`config.mk`:
```
export PLATFORM = sky130hd
export DESIGN_NAME = pipe_stall_ctrl
export DESIGN_NICKNAME = d
export VERILOG_FILES = /design/src/rtl/pipe_stall_ctrl.sv
export SDC_FILE = /design/constraint.sdc
export NUM_CORES = 1
export LEC_CHECK = 0
export BUFFER_PORTS_ARGS = -buffer_cell sky130_fd_sc_hd__buf_2
export CORE_UTILIZATION = 45
export CTS_CLUSTER_DIAMETER = 80
export DETAILED_ROUTE_END_ITERATION = 10
export PLACE_DENSITY_LB_ADDON = 0.1
export SYNTH_ARGS = -nofsm -noshare
export SYNTH_HDL_FRONTEND = slang
export SYNTH_SLANG_ARGS = --single-unit
```
`constraint.sdc`:
```
create_clock -name clk -period 2.3 [get_ports clk]
set_input_delay 0.69 -clock clk [delete_from_list [all_inputs] [get_ports clk]]
set_output_delay 0.69 -clock clk [all_outputs]
set_load 0.02 [all_outputs]
```
`src/rtl/pipe_stall_ctrl.sv`:
```
// Decode-stage stall/flush controller for cache hit/miss and multiply latency.
// Optional performance counters are built only when PIPE_STALL_PERF_EN is defined.
module pipe_stall_ctrl #(
  parameter int unsigned HIT_LAT      = 4,
  parameter int unsigned MULT_LAT     = 32,
  parameter int unsigned MISS_TIMEOUT = 40
) (
  input  logic        clk,
  input  logic        reset,
  input  logic        mem_req_d,
  input  logic        mem_busy,
  input  logic        mem_hit,
  input  logic        mult_start_d,
  input  logic        mult_done,
  input  logic        load_use_stall,
  input  logic        branch_taken_d,
  output logic        stall_f,
  output logic        stall_d,
  output logic        flush_e,
  output logic        flush_d,
  output logic        mem_timeout,
  output logic [1:0]  state_o,
  output logic [31:0] stall_cycles,
  output logic [15:0] miss_count
);

  typedef enum logic [1:0] {
    StIdle     = 2'd0,
    StHitWait  = 2'd1,
    StMissWait = 2'd2,
    StMultWait = 2'd3
  } state_e;

  localparam logic [5:0] HitInit  = 6'(HIT_LAT - 1);
  localparam logic [5:0] MultInit = 6'(MULT_LAT - 1);
  localparam logic [5:0] MissLast = 6'(MISS_TIMEOUT - 1);

  state_e     state_q, state_d;
  logic [5:0] cnt_q, cnt_d;
  logic       served_q, served_d;
  logic       timeout_q, timeout_d;
  logic       to_idle;
  logic       req_stall;
  logic       stall;

  // A fresh decode request stalls in the same cycle it is seen.
  assign req_stall = (state_q == StIdle) && !served_q && (mem_req_d || mult_start_d);
  assign stall     = (state_q != StIdle) || load_use_stall || req_stall;

  assign stall_f     = stall;
  assign stall_d     = stall;
  assign flush_e     = stall;
  assign flush_d     = branch_taken_d && !stall;
  assign mem_timeout = timeout_q;
  assign state_o     = state_q;

  always_comb begin
    state_d   = state_q;
    cnt_d     = cnt_q;
    timeout_d = timeout_q;
    to_idle   = 1'b0;
    unique case (state_q)
      StIdle: begin
        if (!served_q) begin
          if (mem_req_d) begin
            state_d = StHitWait;
            cnt_d   = HitInit;
          end else if (mult_start_d) begin
            state_d = StMultWait;
            cnt_d   = MultInit;
          end
        end
      end
      StHitWait: begin
        if (mem_busy && !mem_hit) begin
          state_d = StMissWait;
          cnt_d   = 6'd0;
        end else if (cnt_q == 6'd0) begin
          to_idle = 1'b1;
        end else begin
          cnt_d = cnt_q - 6'd1;
        end
      end
      StMissWait: begin
        if (!mem_busy) begin
          to_idle = 1'b1;
        end else if (cnt_q == MissLast) begin
          timeout_d = 1'b1;
          to_idle   = 1'b1;
        end else begin
          cnt_d = cnt_q + 6'd1;
        end
      end
      StMultWait: begin
        if (mult_done || (cnt_q == 6'd0)) begin
          to_idle = 1'b1;
        end else begin
          cnt_d = cnt_q - 6'd1;
        end
      end
      default: state_d = StIdle;
    endcase
    if (to_idle) begin
      state_d = StIdle;
      cnt_d   = 6'd0;
    end
  end

  // served blocks the instruction that was just released from re-triggering.
  always_comb begin
    served_d = served_q;
    if (to_idle) begin
      served_d = 1'b1;
    end else if (!stall) begin
      served_d = 1'b0;
    end
  end

  always_ff @(posedge clk or negedge reset) begin
    if (!reset) begin
      state_q   <= StIdle;
      cnt_q     <= 6'd0;
      served_q  <= 1'b0;
      timeout_q <= 1'b0;
    end else begin
      state_q   <= state_d;
      cnt_q     <= cnt_d;
      served_q  <= served_d;
      timeout_q <= timeout_d;
    end
  end

`ifdef PIPE_STALL_PERF_EN
  logic [31:0] stall_cycles_q;
  logic [15:0] miss_count_q;
  logic        miss_enter;

  assign miss_enter = (state_q == StHitWait) && mem_busy && !mem_hit;

  always_ff @(posedge clk or negedge reset) begin
    if (!reset) begin
      stall_cycles_q <= '0;
      miss_count_q   <= '0;
    end else begin
      if (stall && (stall_cycles_q != '1)) begin
        stall_cycles_q <= stall_cycles_q + 32'd1;
      end
      if (miss_enter && (miss_count_q != '1)) begin
        miss_count_q <= miss_count_q + 16'd1;
      end
    end
  end

  assign stall_cycles = stall_cycles_q;
  assign miss_count   = miss_count_q;
`else
  assign stall_cycles = '0;
  assign miss_count   = '0;
`endif

endmodule

```
Word level (Yosys, flattened, before mapping):

Index checks and enable logic that the tools add are counted.

* register bits after elaboration: 10
* logic and storage cells: 60

* add/subtract/negate cells: 2
* equality and inequality tests: 12
* multiplexer cells: 24
* reductions and logical operators: 18

Operators by type and width (count)
* $mux W6: 9
* $pmux W6 S4: 1
* $ne A3 B3 Y1 const B: 5
* $mux W2: 5
* $ne A4 B4 Y1 const B: 2
* $mux W1: 7
* $add A6 B1 Y6 const B: 1
* $eq A6 B6 Y1 const B: 1
* $logic_not A6 Y1: 1
* $reduce_and A6 Y1: 1
* $sub A6 B1 Y6 const B: 1
* $eq A2 B2 Y1 const B: 2
* $logic_and A1 B1 Y1: 4
* $logic_or A1 B1 Y1: 4
* $pmux W2 S2: 1
* $reduce_and A4 Y1: 1
* $logic_not A1 Y1: 3
* $pmux W1 S3: 1
* $reduce_and A3 Y1: 1
* $reduce_bool A3 Y1: 1
* $eq A2 B1 Y1 const B: 1
* $logic_not A2 Y1: 1
* $ne A2 B2 Y1 const B: 1
* $reduce_bool A2 Y1: 1

Longest topological paths before layout:

Gate-level depths: netlist of run 1.

* word-level depth: 6
* gate-level depth with buffers: 6
* gate-level depth less buffers: 6

Worst setup path before layout of run 1:

OpenSTA, ideal clock, no wires.

* path kind: in2out
* start point: in mem_req_d
* end point: out flush_d
* data arrival time: 1.699 ns
* setup slack: -0.089 ns
* stages on the path: 4
* buffers on the path: 0
* path through: o21bai_1 and2_1 nand2b_1 nor2_1

* cells in the longest elaborated chain, start to end: 5

Ends and longest elaborated chain
* start, declared: line 10 `input logic mem_req_d,`
* $logic_or A1 B1 Y1: line 47 `assign req_stall = (state_q == StIdle) && !served_q && (mem_req_d || mult_start_d);`
* $logic_and A1 B1 Y1: line 47
* $logic_or A1 B1 Y1: line 48 `assign stall = (state_q != StIdle) || load_use_stall || req_stall;`
* via flush_e: line 19 `output logic flush_e,`
* $logic_not A1 Y1
* $logic_and A1 B1 Y1: line 53 `assign flush_d = branch_taken_d && !stall;`
* end, declared: line 20 `output logic flush_d,`

The timed path passes the listed nets, and every way through them passes these cells.

Worst setup path after layout of run 1:

* start point: in mem_req_d
* end point: out flush_d

* cells in the longest elaborated chain, start to end: 5

Ends and longest elaborated chain (line)
* $logic_or A1 B1 Y1: 47
* $logic_and A1 B1 Y1: 47
* $logic_or A1 B1 Y1: 48
* $logic_not A1 Y1
* $logic_and A1 B1 Y1: 53

No other way between the ends.

==> flow_summary.ini, run 1 <==
[global_route]
vias_in_the_first_global_route = 770
globalRoute.totalOverflow = 0
grt_antenna_before_repair = 0
first_pass_grt_wire_length_mm = 3.56
gr-usage-all-layers_pct = 17.3
grt_max_degree = 14

[drt]
vias_per_cell = 4.87
via_count = 921
drt_drc_violations_left = 0
wirelength_mm = 2.27
post_drt_wl_per_cell_um = 12.0
first_pass_iters = 4
drtAntennaViolNets = 0
drt_iter0_drc = 23

[final_layout]
final_layout_size_suffix_gt1_share_pct = 22.6
final_net_count = 173
multiInputGateArea_um2 = 728
mostFrequentLayoutCells = conb_1 (48), buf_2 (15), dfrtp_1 (10)
area.sequential_um2 = 250
num-fill-cells = 259
antennaDiodeCount = 0
area_growth_pct = -4.40
layout_commonest_cell = conb_1

[timing]
setup-violations-final = 0
final_max_slew_viol_count = 0
hold_viol_final = 0
max_freq_mhz = 460
post-route-period-util_pct = 94.5
post-route-min-period_ps = 2170
rsz0062_at_grt = false
finalClockSkew_ps = 5.22
setup_tns_ps = 0
post-route-worst-setup-slack_ps = 125
holdWs_ps = 274

[clock_network]
worst_setup_hold_path_clk_slew_ps = 70
clock_sink_count = 10
clock_tree.buffer_depth = 2
root_buffer = clkbuf_4
cts_tree = built
clock_insertion_delay_worst_skew_ps = 270
cts_buffers = 3
ctsHtreeMaxLevel = 1

[worst_setup_path]
rrSetupSlack_ps = 590
reg_to_reg_start = cnt_q[0]
crit_start = mem_req_d
worst_ep_required_time_ps = 1610
ff2ff_path_depth = 5
endpoint = flush_d
setup.worst_path.class = input pin to primary output
timing.critical_path.to_type = primary output
critical_path_arrival_ps = 1480
reg2reg_to = cnt_q[4]
critical_path.max_fanout = 5
critical_path.startpoint_type = input pin

[power_and_ir_drop]
power.ir.vdd_worst_mv = 0.675
reported_leakage_power_nw = 0.589
power_density_nw_per_um2 = 1260
design_power_total_mw = 1.47

[synthesis]
synth_top_cells_by_area = buf_4 (32%), dfrtp_1 (20%), ha_1 (3.1%)
synth-edff-count = 0
synthesis.area_per_instance_um2 = 8.50
post_synth_instance_area_um2 = 1220
ys_seq_area_share_pct = 20.4
fraction_of_synthesis_flops_using_an_asynchronous_set_or_reset_pin_pct = 100
post-synth-top-area-cell = buf_4
synth.top_cell.area_share_pct = 31.9
synth_seq_cells = 10
synthesis.instances = 144
synth.distinct_cells = 40
synth-warning-count = 0
yosys_most_used_dff = dfrtp_1

[placed_design]
place.gp.congestion = 0.835
detailedPlacementHpwl_mm = 1.81
io_buffer_count = 15
pre_cts_setup_slack_ps = 54.4

[run]
max_cap_violations = 0

[die]
boundaryPins = 64
die_h_um = 54.1
initial_utilization_pct = 48.5
placementRows = 18
die_w_um = 54.1
design.die.area_um2 = 2930
coreArea_um2 = 2520

[status]
run_status = finished clean

[worst_hold_path]
holdCritPathClass = input pin to asynchronous set/reset pin
## final cells by class
type	instances	area share, %
timing repair buffer	19	8.98
tap	30	3.21
clock buffer	3	1.93
multi-input combinational	120	62.2
inverter	7	2.25
sequential	10	21.4
## state kept, by name, summed over array words and instances (netlist names)
| signal | count |
|---|---|
| state_o | 2 |
| mem_timeout | 1 |
| served_q | 1 |
| cnt_q | 6 |
## power breakdown
part / internal [mW] / switching [mW] / leakage, nW
sequential: 0.255 / 0.122 / 0.124
clock: 0.0606 / 0.0647 / 0.0138
combinational: 0.376 / 0.592 / 0.451
total: 0.691 / 0.779 / 0.589
## critical path, cell delays in order
cell,delay (ps)
buf_2,100
o21bai_1,160
and2_1,210
nand2b_4,90
nor2_4,70
buf_2,160
## cells by family (layout without fill, tap and decap cells)
group	after synthesis	count (layout)	synth area share (%)
AND/OR/NAND/NOR	39	39	19.3
adder cells (fa/ha/maj)	3	3	3.07
AO/OA/AOI/OAI	28	28	19.5
other	1	48	0.306
flip-flops	10	10	20.4
XOR/XNOR	2	2	1.43
buffers and inverters	61	29	35.9
## layer usage
| metal | up-vias | global-route usage (%) | wire length (um) |
|---|---|---|---|
| li1 | 429 | - | - |
| met2 | 46 | 27.2 | 1150 |
| met1 | 444 | 22.8 | 977 |
| met3 | 2 | 2.54 | 120 |
| met5 | - | 0 | 0 |
| met4 | 0 | 8.12 | 24 |
## cell usage after synthesis, types with 2 or more instances
master     n
a211oi_1   2
a21oi_1    4
a32oi_1    2
and2_1     2
and3_1     3
buf_4     52
buf_6      2
dfrtp_1   10
ha_1       3
inv_1      7
nand2_1    7
nand2b_1   4
nand3_1    4
nor2_1     7
nor2_2     2
o21ai_0    3
o22ai_1    2
o31ai_1    4
o32ai_1    2
xor2_1     2
## repair_timing
item                                    in CTS  in global routing
endpoints found under the setup margin       0                  4
gates resized for setup                      0                  2
hold buffers                                 0                  0
setup buffers                                0                  0
## through the flow
step	instance area, um^2	cells	utilization [%]
after floorplan	1410	191	-
after global placement	1140	186	45.1
after detailed placement	1140	186	45.1
after CTS	1160	189	46.0
after global routing	1170	189	46.4
final	1170	189	46.4
## how the worst min path moves through the flow
stage	start	endpoint	slack (ps)
after CTS	reset	state_o[0]	280
after detailed placement	mem_timeout	mem_timeout	460
after floorplan	reset	cnt_q[0]	390
final	reset	state_o[1]	270
after global routing	reset	state_o[0]	270
after global placement	mem_timeout	mem_timeout	460
Power figures use the tool's default switching activity.
==> run 2, diff against run 1 <==
==> constraint.sdc (replaced) <==
create_clock -name clk -period 2.5 [get_ports clk]
set_input_delay 0.25 -clock clk [delete_from_list [all_inputs] [get_ports clk]]
set_output_delay 0.25 -clock clk [all_outputs]
set_load 0.02 [all_outputs]
==> flow_summary.ini, run 2 (synthesis gave the netlist of run 1 again) <==
[drt]
drtAntennaViolNets = 0
wirelength_mm = 2.19
post_drt_wl_per_cell_um = 11.8
via_count = 899
vias_per_cell = 4.83
first_pass_iters = 4
drt_iter0_drc = 17
drt_drc_violations_left = 0

[timing]
max_freq_mhz = 477
post-route-period-util_pct = 83.8
post-route-min-period_ps = 2090
slew-limit-headroom_pct = 64.9
final_max_slew_viol_count = 0
worst_margin_slew_ps = 527
hold_viol_final = 0
setup-violations-final = 0
setup_tns_ps = 0
finalClockSkew_ps = 4.07
rsz0062_at_grt = false

[final_layout]
multiInputGateArea_um2 = 711
largest_register_ffs = 6
area.sequential_um2 = 250
layout_commonest_cell = conb_1
mostFrequentLayoutCells = conb_1 (48), buf_2 (15), dfrtp_1 (10)
final_net_count = 170
antennaDiodeCount = 0
max_flop_register = cnt_q
instances_no_fill = 186
final_layout_size_suffix_gt1_share_pct = 18.6
area_growth_pct = -7.46
num-fill-cells = 264

[clock_network]
clock_sink_count = 10
cts_tree = built
cts_buffers = 3
clock_insertion_delay_worst_skew_ps = 270
ctsHtreeMaxLevel = 1
worst_setup_hold_path_clk_slew_ps = 70
root_buffer = clkbuf_4
clock_tree.buffer_depth = 2
post-cts-setup-buffer-count = 0

[global_route]
grt_max_degree = 15
grt_antenna_before_repair = 0
globalRoute.totalOverflow = 0
vias_in_the_first_global_route = 747
first_pass_grt_wire_length_mm = 3.52
gr-usage-all-layers_pct = 17.0

[placed_design]
place.gp.congestion = 0.827
dp_cells = 182
detailedPlacementHpwl_mm = 1.67
io_buffer_count = 15

[worst_setup_path]
worst_ep_required_time_ps = 2250
ff2ff_path_depth = 5
timing.critical_path.to_type = primary output
rrSetupSlack_ps = 840
setup.worst_path.class = flop to primary output
reg2reg_to = cnt_q[4]
critical_path_arrival_ps = 1840
critical_path.max_fanout = 14
reg_to_reg_start = cnt_q[0]
critical_path.startpoint_type = flop

[status]
run_status = finished clean

[worst_hold_path]
holdCritPathClass = input pin to flop
hold_depth = 2
hold_start = mem_busy
hold-path-endpoint = mem_timeout

[die]
initial_utilization_pct = 48.5
design.die.area_um2 = 2930
placementRows = 18
boundaryPins = 64
die_w_um = 54.1
die_h_um = 54.1
coreArea_um2 = 2520

[power_and_ir_drop]
power_density_nw_per_um2 = 1130
reported_leakage_power_nw = 0.568
power.ir.vdd_worst_mv = 0.473
design_power_total_mw = 1.28

[run]
max_cap_violations = 0
[run 2: final cells by class]
type | instances | area share, %
Sequential cell | 10 | 22.1
Inverter | 7 | 2.32
Timing Repair Buffer | 16 | 7.51
Tap cell | 30 | 3.31
Clock buffer | 3 | 1.99
Multi-Input combinational cell | 120 | 62.8
[run 2: routing by layer]
metal | track usage [%] | share of wire [%] | vias up
met2 | 25.8 | 47 | 45
met1 | 22.7 | 45 | 422
met4 | 11.1 | 2.3 | 0
met5 | 0 | 0 | -
met3 | 1.69 | 5.5 | 5
li1 | - | - | 427
[run 2: power breakdown]
group | switching [mW] | total (mW) | internal [mW]
combinational | 0.472 | 0.773 | 0.301
sequential | 0.156 | 0.389 | 0.233
clock | 0.0604 | 0.116 | 0.0557
[run 2: worst max-delay path by stage]
stage / from / to / slack [ps] / cells after the start
finish: state_o[1] / flush_d / 410 / 5
global route: state_o[1] / flush_d / 290 / 5
CTS: state_o[1] / flush_d / 410 / 5
detailed placement: state_o[1] / flush_d / 700 / 5
global placement: state_o[1] / flush_d / 720 / 5
floorplan: state_o[0] / flush_d / 660 / 5
[run 2: critical path: stages (launching register included)]
cell and delay, ps:
dfrtp_1 570, nor2_1 330, and2_1 260, nand2b_1 140
nor2_1 110, buf_2 170
[run 2: repair_timing]
action                    4_1_cts  5_1_grt
hold endpoints to repair       10        0
gates resized for setup         0        0
hold buffers                    1        0
[run 2: per-stage QoR]
step,area [um^2],setup WS [ps],util [%],hold slack [ps]
2_1_floorplan,1400,657,-,-45.6
3_3_place_gp,1100,724,43.6,138
3_5_place_dp,1100,699,43.6,134
4_1_cts,1130,406,44.9,317
5_1_grt,1130,288,44.9,328
6_report,1130,405,44.9,318
